[src/rtl/rv32_pipe_pkg.sv]
// Shared pipeline control types for the rv32 core:
// forward selects, hazard FSM state and stage control bundle.
package rv32_pipe_pkg;

  localparam logic [1:0] FWD_RF = 2'b00;
  localparam logic [1:0] FWD_W  = 2'b01;
  localparam logic [1:0] FWD_M  = 2'b10;

  typedef enum logic {
    RUN      = 1'b0,
    MEM_WAIT = 1'b1
  } hz_state_t;

  typedef struct packed {
    logic en1;
    logic en2;
    logic en3;
    logic en4;
    logic flushd;
    logic flushe;
  } stage_ctrl_t;

  localparam stage_ctrl_t CTRL_IDLE = '{
    en1: 1'b1,
    en2: 1'b1,
    en3: 1'b1,
    en4: 1'b1,
    flushd: 1'b0,
    flushe: 1'b0
  };

  // x0 is hardwired zero, so a write to it is never a real producer
  function automatic logic fwd_hit(
    input logic       we,
    input logic [4:0] rd,
    input logic [4:0] rs
  );
    return we && (rd != 5'd0) && (rd == rs);
  endfunction

endpackage

[src/rtl/fwd_unit.sv]
// ALU operand forward select for one Execute source register.
// Memory stage result wins over Writeback.
module fwd_unit
  import rv32_pipe_pkg::*;
(
  input  logic [4:0] rs,
  input  logic [4:0] rdm,
  input  logic [4:0] rdw,
  input  logic       regwritem,
  input  logic       regwritew,
  output logic [1:0] sel
);

  always_comb begin
    sel = FWD_RF;
    if (fwd_hit(regwritem, rdm, rs)) begin
      sel = FWD_M;
    end else if (fwd_hit(regwritew, rdw, rs)) begin
      sel = FWD_W;
    end
  end

endmodule

[src/rtl/hazard_ctrl.sv]
// Hazard/stall sequencer: forwarding, load-use and branch flushes,
// data-memory wait FSM with watchdog, stall/flush counters.
module hazard_ctrl
  import rv32_pipe_pkg::*;
#(
  parameter int TIMEOUT = 16,
  parameter int CNT_W   = 32
) (
  input  logic             clk,
  input  logic             rst,
  input  logic [4:0]       Rs1D,
  input  logic [4:0]       Rs2D,
  input  logic [4:0]       Rs1E,
  input  logic [4:0]       Rs2E,
  input  logic [4:0]       RdE,
  input  logic [4:0]       RdM,
  input  logic [4:0]       RdW,
  input  logic             MemReadE,
  input  logic             RegWriteM,
  input  logic             RegWriteW,
  input  logic             PCSrcE,
  input  logic             MemReqM,
  input  logic             MemReadyM,
  output logic [1:0]       ForwardAE,
  output logic [1:0]       ForwardBE,
  output logic             EN1,
  output logic             EN2,
  output logic             EN3,
  output logic             EN4,
  output logic             FlushD,
  output logic             FlushE,
  output logic             MemErr,
  output logic [CNT_W-1:0] StallCnt,
  output logic [CNT_W-1:0] FlushCnt
);

  localparam logic [7:0] TMO = 8'(TIMEOUT);

  hz_state_t   state;
  hz_state_t   state_n;
  logic [7:0]  wcnt;
  logic [7:0]  wcnt_n;
  logic        err_set;
  logic        tmo;
  logic        lw_stall;
  logic        mem_stall;
  logic        c_mem;
  logic        c_br;
  logic        c_lw;
  logic [1:0]  fa;
  logic [1:0]  fb;
  stage_ctrl_t ctrl;

  fwd_unit u_fwd_a (
    .rs        (Rs1E),
    .rdm       (RdM),
    .rdw       (RdW),
    .regwritem (RegWriteM),
    .regwritew (RegWriteW),
    .sel       (fa)
  );

  fwd_unit u_fwd_b (
    .rs        (Rs2E),
    .rdm       (RdM),
    .rdw       (RdW),
    .regwritem (RegWriteM),
    .regwritew (RegWriteW),
    .sel       (fb)
  );

  assign tmo = (state == MEM_WAIT) && (wcnt == TMO);

  assign lw_stall = MemReadE && (RdE != 5'd0)
                 && ((RdE == Rs1D) || (RdE == Rs2D));

  assign mem_stall =
      ((state == RUN) && MemReqM && !MemReadyM)
   || ((state == MEM_WAIT) && !MemReadyM && !tmo);

  // one-hot priority terms: freeze > branch flush > load-use
  assign c_mem = mem_stall;
  assign c_br  = !mem_stall && PCSrcE;
  assign c_lw  = !mem_stall && !PCSrcE && lw_stall;

  always_comb begin
    ctrl = CTRL_IDLE;
    if (rst) begin
      unique case (1'b1)
        c_mem: begin
          ctrl.en1 = 1'b0;
          ctrl.en2 = 1'b0;
          ctrl.en3 = 1'b0;
          ctrl.en4 = 1'b0;
        end
        c_br: begin
          ctrl.flushd = 1'b1;
          ctrl.flushe = 1'b1;
        end
        c_lw: begin
          ctrl.en1    = 1'b0;
          ctrl.en2    = 1'b0;
          ctrl.flushe = 1'b1;
        end
        default: ;
      endcase
    end
  end

  assign EN1       = ctrl.en1;
  assign EN2       = ctrl.en2;
  assign EN3       = ctrl.en3;
  assign EN4       = ctrl.en4;
  assign FlushD    = ctrl.flushd;
  assign FlushE    = ctrl.flushe;
  assign ForwardAE = rst ? fa : FWD_RF;
  assign ForwardBE = rst ? fb : FWD_RF;

  always_comb begin
    state_n = state;
    wcnt_n  = wcnt;
    err_set = 1'b0;
    unique case (state)
      RUN: begin
        if (MemReqM && !MemReadyM) begin
          state_n = MEM_WAIT;
          wcnt_n  = 8'd1;
        end
      end
      MEM_WAIT: begin
        if (MemReadyM) begin
          state_n = RUN;
          wcnt_n  = 8'd0;
        end else if (tmo) begin
          state_n = RUN;
          wcnt_n  = 8'd0;
          err_set = 1'b1;
        end else begin
          wcnt_n  = wcnt + 8'd1;
        end
      end
      default: begin
        state_n = RUN;
        wcnt_n  = 8'd0;
      end
    endcase
  end

  always_ff @(posedge clk) begin
    if (!rst) begin
      state    <= RUN;
      wcnt     <= 8'd0;
      MemErr   <= 1'b0;
      StallCnt <= '0;
      FlushCnt <= '0;
    end else begin
      state  <= state_n;
      wcnt   <= wcnt_n;
      MemErr <= MemErr | err_set;
      if (!ctrl.en1) begin
        StallCnt <= StallCnt + CNT_W'(1);
      end
      if (ctrl.flushd) begin
        FlushCnt <= FlushCnt + CNT_W'(1);
      end
    end
  end

endmodule
[config.mk]
export PLATFORM = sky130hd
export DESIGN_NAME = hazard_ctrl
export DESIGN_NICKNAME = d
export VERILOG_FILES = /design/src/rtl/rv32_pipe_pkg.sv /design/src/rtl/fwd_unit.sv /design/src/rtl/hazard_ctrl.sv
export SDC_FILE = /design/constraint.sdc
export NUM_CORES = 1
export LEC_CHECK = 0
export ABC_AREA = 1
export CAP_MARGIN = 10
export CORE_ASPECT_RATIO = 0.5
export CORE_UTILIZATION = 56
export CTS_BUF_LIST = sky130_fd_sc_hd__clkbuf_8
export CTS_CLUSTER_DIAMETER = 40
export DETAILED_ROUTE_END_ITERATION = 10
export PLACE_DENSITY = 0.87
export SETUP_SLACK_MARGIN = 0.02
export SLEW_MARGIN = 30
export SYNTH_ARGS = -nofsm -noshare
export SYNTH_HDL_FRONTEND = slang
export SYNTH_HIERARCHICAL = 1
export SYNTH_SLANG_ARGS = --single-unit
[constraint.sdc]
create_clock -name clk -period 3.5 [get_ports clk]
set_clock_uncertainty 0.05 [all_clocks]
set_input_delay 0.525 -clock clk [delete_from_list [all_inputs] [get_ports clk]]
set_output_delay 0.525 -clock clk [all_outputs]
set_load 0.02 [all_outputs]
* Word-level counts from Yosys, hierarchy flattened
Cells that the tools add are included.
Storage, ports and cells: bits in registers 74, word-level logic and storage cells 68, output and inout port bits 75
Cells by class: bitwise gates (word level) 2, equality and inequality tests 8, mux-type cells 22, add/subtract/negate cells 3, reduce and logical (&&, ||, !) cells 28
Operator list (count):
- $add A32 B1 Y32 const B | 2
- $eq A5 B5 Y1 | 6
- $mux W8 | 3
- $logic_and A1 B1 Y1 | 17
- $pmux W8 S2 | 1
- $reduce_bool A5 Y1 | 3
- $mux W2 | 6
- $mux W1 | 10
- $add A8 B1 Y8 const B | 1
- $eq A8 B5 Y1 const B | 1
- $mux W6 | 1
- $logic_not A1 Y1 | 4
- $reduce_or A2 Y1 | 2
- $logic_or A1 B1 Y1 | 2
- $ne A2 B1 Y1 const B | 1
- $pmux W1 S2 | 1
- $not A1 Y1 | 1
- $or A1 B1 Y1 | 1

* Logic depth before layout (Yosys ltp)
depth in word-level cells 11, gate-level depth with buffers 15

* By module
The synthesis kept the hierarchy.
By module, submodules not included:
- hazard_ctrl | seq. area each 1481.4 um2, area each 4434.3 um2, instances 1, cells each 732
- fwd_unit | seq. area each 0.0 um2, area each 214.0 um2, instances 2, cells each 50

* Worst setup path before layout
OpenSTA, ideal clock, no wires.
path type register to output, start register wcnt[0], end output port FlushE, required time 2925 ps, arrival time 1545 ps, stages on the path, launching flop included 11, slack 1380 ps, cells stage by stage dfxtp_1 inv_1 ha_1 nand2_1 nor2_1 nand2_1 nand2_2 nand2_4 nor2_2 nand2_2 o21ai_0
On the way: word-level cells in the longest chain between the ends 11, elaborated cells on any way between the ends 12, classes of those cells eq/ne (1); mux (2); reduce/logical (9)
RTL lines:
- from (decl) | RTL line hazard_ctrl.sv:41 | logic [7:0] wcnt;
- from (signal assigned) | RTL line hazard_ctrl.sv:158 | wcnt <= wcnt_n;
- $eq A8 B5 Y1 (*) | RTL line hazard_ctrl.sv:72 | assign tmo = (state == MEM_WAIT) && (wcnt == TMO);
- $logic_and A1 B1 Y1 (*) | RTL line hazard_ctrl.sv:72
- $logic_not A1 Y1 (*) | RTL line hazard_ctrl.sv:79 | || ((state == MEM_WAIT) && !MemReadyM && !tmo);
- $logic_and A1 B1 Y1 (*) | RTL line hazard_ctrl.sv:79
- $logic_or A1 B1 Y1 (*) | RTL line hazard_ctrl.sv:79
- $logic_not A1 Y1 (*) | RTL line hazard_ctrl.sv:83, hazard_ctrl.sv:84
- $logic_and A1 B1 Y1 (2 in series) | RTL line hazard_ctrl.sv:84 | assign c_lw = !mem_stall && !PCSrcE && lw_stall;
- $reduce_or A2 Y1 (no source line) (*)
- $mux W1 (*) | RTL line hazard_ctrl.sv:89 | unique case (1'b1)
- $mux W6 (*) | RTL line hazard_ctrl.sv:88 | if (rst) begin
- to (decl) | RTL line hazard_ctrl.sv:31 | output logic FlushE,
Mark *: on every way between the ends. The rest lies on a longest branch, timed or not.

* Worst setup path in the final report
Same ends and word-level chain as after synthesis.

==> metrics.sh <==
PWR_DENSITY_CELL_nW_PER_UM2=271
PATH_CELLS='inv_1 > ha_1 > nand2_1 > nor2_1 > nand2_1 > nand2_2 > nand2_4 > nor2_8 > nand2_2 > o21ai_0 > clkdlybuf4s50_1'
LAYOUT.CORE_UTILIZATION=0.765
VDD_IR_DROP_MAX_mV=0.178
SETUP_VIOL=0
CPLARGESTDELAYFAMILY='simple AND/OR/NAND/NOR gates'
STATUS='complete, no violations'
PLACEABLECOREAREA_UM2=8200
CTS.CLK_SLEW.WORST_PATHS_PS=80
IO_BUFFER_COUNT=117
LAYOUT-DRIVE-GT1-SHARE=0.0567
CTS-ROOT-TO-SINK-BUFFERS=2
CLOCK-SINKS=74
MULTI_INPUT_AREA_UM2=2840
CTS_INSERTED_BUFFERS=9
DIE_AREA_UM2=9080
CTS_SETUP_BUFFERS=0
TIMING.REG2REG.WORST_PATH_DEPTH=13
MAXCAPVIOLATIONS=0
TIMING.HOLD.WORST.START='MemErr$_SDFF_PN0_'
CRITICAL_PATH.ENDPOINT_TYPE='output port'
PLACEMENT.CELL_AREA_UM2=6100
GRT_PASS1_VIAS=4625
DESIGN_AREA_UM2=6280
POWER.STATIC_LEAKAGE_nW=2.62
HOLDWS_PS=419
CP_SLOWEST_STAGE_DELAY_PS=640
RSZ0062_AT_GRT='false'
GP_CONGESTION=0.924
SYN_AREA_UM2=4860
DRC=0
CRIT_PATH_TOP_DELAY_CELL='clkdlybuf4s50_1'
MOST-COMMON-LAYOUT-CELLS='275 x nand2_1, 143 x nor2_1, 116 x clkdlybuf4s50_1, 102 x inv_1, 74 x dfxtp_1'
DIE_H_UM=67.9
CTS_HOLD_REPAIR.BUFFERS=0
ANTENNA_VIOLATING_NETS_LEFT=0
MAX_FREQ_MHz=313
FINALHOLDVIOLATIONS=0
GRT_OVERALL_USAGE=0.280
FINAL-SEQ-AREA_UM2=1480
FIRST_PASS_GRT_WIRE_LENGTH_MM=20.3
CRITICALPATHCATEGORY='register to output port'
SYNTHDISTINCTLIBCELLS=35
YOSYS_WARNINGS=6
FINAL.FILL_COUNT=720
POST_SYNTH.CELL_AREA_AVG_UM2=5.84
ARRIVAL_PS=2620
WORST_EP_REQUIRED_TIME_PS=2920
SEQ_AREA_FRAC_SYNTH=0.305
NUM-NETS-FINAL=994
GR-TOTAL-OVERFLOW=0
NUMBER_OF_DRC_VIOLATIONS_AFTER_DETAILED_ROUTING_ITERATION_0=406
INITIAL_UTILIZATION=0.593
TOP_LEVEL_PORTS=118
FINALWIRELENGTH_MM=12.3
WORSTHOLDENDPOINT='MemErr$_SDFF_PN0_'
ROUTED-VIA-COUNT=5402
SLEW_VIOLATIONS=0
SYNTHESIZED_FLOP_AND_LATCH_TOTAL=74
HOLD_WC_PATH_TYPE='register to register'
SYN2LAYOUT_AREA_GROWTH_PCT=29.1
CTSHTREEMAXLEVEL=3
CRITICAL_PATH.N_BUFFERS_INVERTERS=2
DIE_WIDTH_UM=134
TIMING.REG2REG.SETUP_SLACK_PS=1300
WORST_SLEW_PIN_SLEW_PS=491
MAX_SLEW_MARGIN=0.672
DR_VIAS_CELL=5.08
LAYOUT.CELLS.MOST_COMMON='nand2_1'
TRITONCTS='built'
CTS-RESIZED-GATES=0
SYNTHESIS.INSTANCES=832
FINAL_MIN_PERIOD_OVER_CLOCK_PERIOD=0.912
R2R-START='wcnt[0]$_SDFFE_PN0P_'
WIRE_PER_INST_UM=11.6
DR.PASS1.ITERS=5
SYNTH.NET_COUNT=879
ANTENNA-DIODE-COUNT=0
FLOORPLAN.ROWS=23
CRITICAL_PATH.STARTPOINT_TYPE='register'
TOTALNEGATIVESETUPSLACK_PS=0
CLOCK_LATENCY_PS=360
MIN_PERIOD_PS=3190
WORST_R2R_ENDPOINT='FlushCnt[24]$_SDFFE_PN0P_'
INITIAL_ANTENNA_VIOLATION_COUNT=0
LARGEST_NET_DEGREE_AT_THE_START_OF_GLOBAL_ROUTING=43
PLACE.DETAILED.HPWL_MM=9.40
ROOT_BUFFER='clkbuf_8'
P_TOTAL_mW=1.70
CP_MAX_FO=18
WORSTHOLDPATHCELLS=1
## sequential cells by signal (all words and copies together), names as in the netlist
register and flops:
MemErr 1, FlushCnt 32, StallCnt 32, state 1, wcnt 8
## area by class of cell
cell class                      instances  share of cell area
Inverter                              115              0.0688
Clock buffer                           10              0.0219
Clock inverter                          6             0.00658
Timing Repair Buffer                  122               0.192
Tap cell                              112              0.0223
Sequential cell                        74               0.236
Multi-Input combinational cell        625               0.453
## cells in the mapped netlist, drive strengths merged
cell	instances	area [um2]
a211oi	1	7.51
a21boi	5	37.5
a21oi	47	239
a221oi	1	8.76
a31oi	2	12.5
a41oi	1	8.76
and2	1	6.26
and3b	1	8.76
buf	12	86.3
clkbuf	6	22.5
dfxtp	74	1480
ha	4	50.1
inv	115	432
nand2	282	1090
nand3	45	225
nand3b	6	45.0
nand4	8	50.1
nor2	152	607
nor3	26	140
nor4	1	6.26
o21a	2	15.0
o21ai	17	85.1
xnor2	11	96.3
xor2	12	105
## per-layer routing
layer / wire, um / vias up / track usage
met2: 5660 / 186 / 0.498
met4: 123 / 0 / 0.0838
li1: - / 2811 / -
met3: 839 / 13 / 0.0519
met5: 0 / - / 0
met1: 5690 / 2392 / 0.354
## stage by stage
stage	setup slack, ps	instances
5_1_grt	151	1064
6_report	308	1064
3_5_place_dp	342	1048
2_1_floorplan	1380	832
3_3_place_gp	378	1048
4_1_cts	295	1064
## worst register-to-register path, cell delays in order, from the launching register on
cell and delay (ps):
dfxtp_1 350, inv_1 90, ha_1 150, nand2_1 50, nor2_1 90, nand2_1 90
nand2_2 120, nand2_4 90, nor2_8 220, nand2_2 240, inv_2 110, buf_4 210
o21ai_0 120, a21oi_1 140
## how the worst max path moves through the flow
stage | start | end | slack, ps | depth (start not counted)
after global routing | wcnt[0]$_SDFFE_PN0P_ | FlushE | 150 | 11
after detailed placement | MemReadyM | FlushE | 340 | 8
after CTS | wcnt[0]$_SDFFE_PN0P_ | FlushE | 300 | 11
after floorplan | wcnt[0]$_SDFFE_PN0P_ | FlushE | 1380 | 10
final | wcnt[0]$_SDFFE_PN0P_ | FlushE | 310 | 11
after global placement | MemReadyM | FlushE | 380 | 8
## report_power, final
part / switching, mW / leakage (nW) / total (mW) / internal [mW]
Combinational: 0.129 / 1.94 / 0.229 / 0.0996
Sequential: 0.00875 / 0.597 / 0.857 / 0.848
Clock: 0.339 / 0.0847 / 0.615 / 0.276
## cell families (layout without fill, tap and decap cells)
logic type	after synthesis	in the layout	synth area share
simple gates	522	522	0.447
xor+xnor	23	23	0.0414
compound gates	76	76	0.0852
buf+inv	133	253	0.111
fa+ha+maj	4	4	0.0103
flops	74	74	0.305
Power figures use the tool's default switching activity.
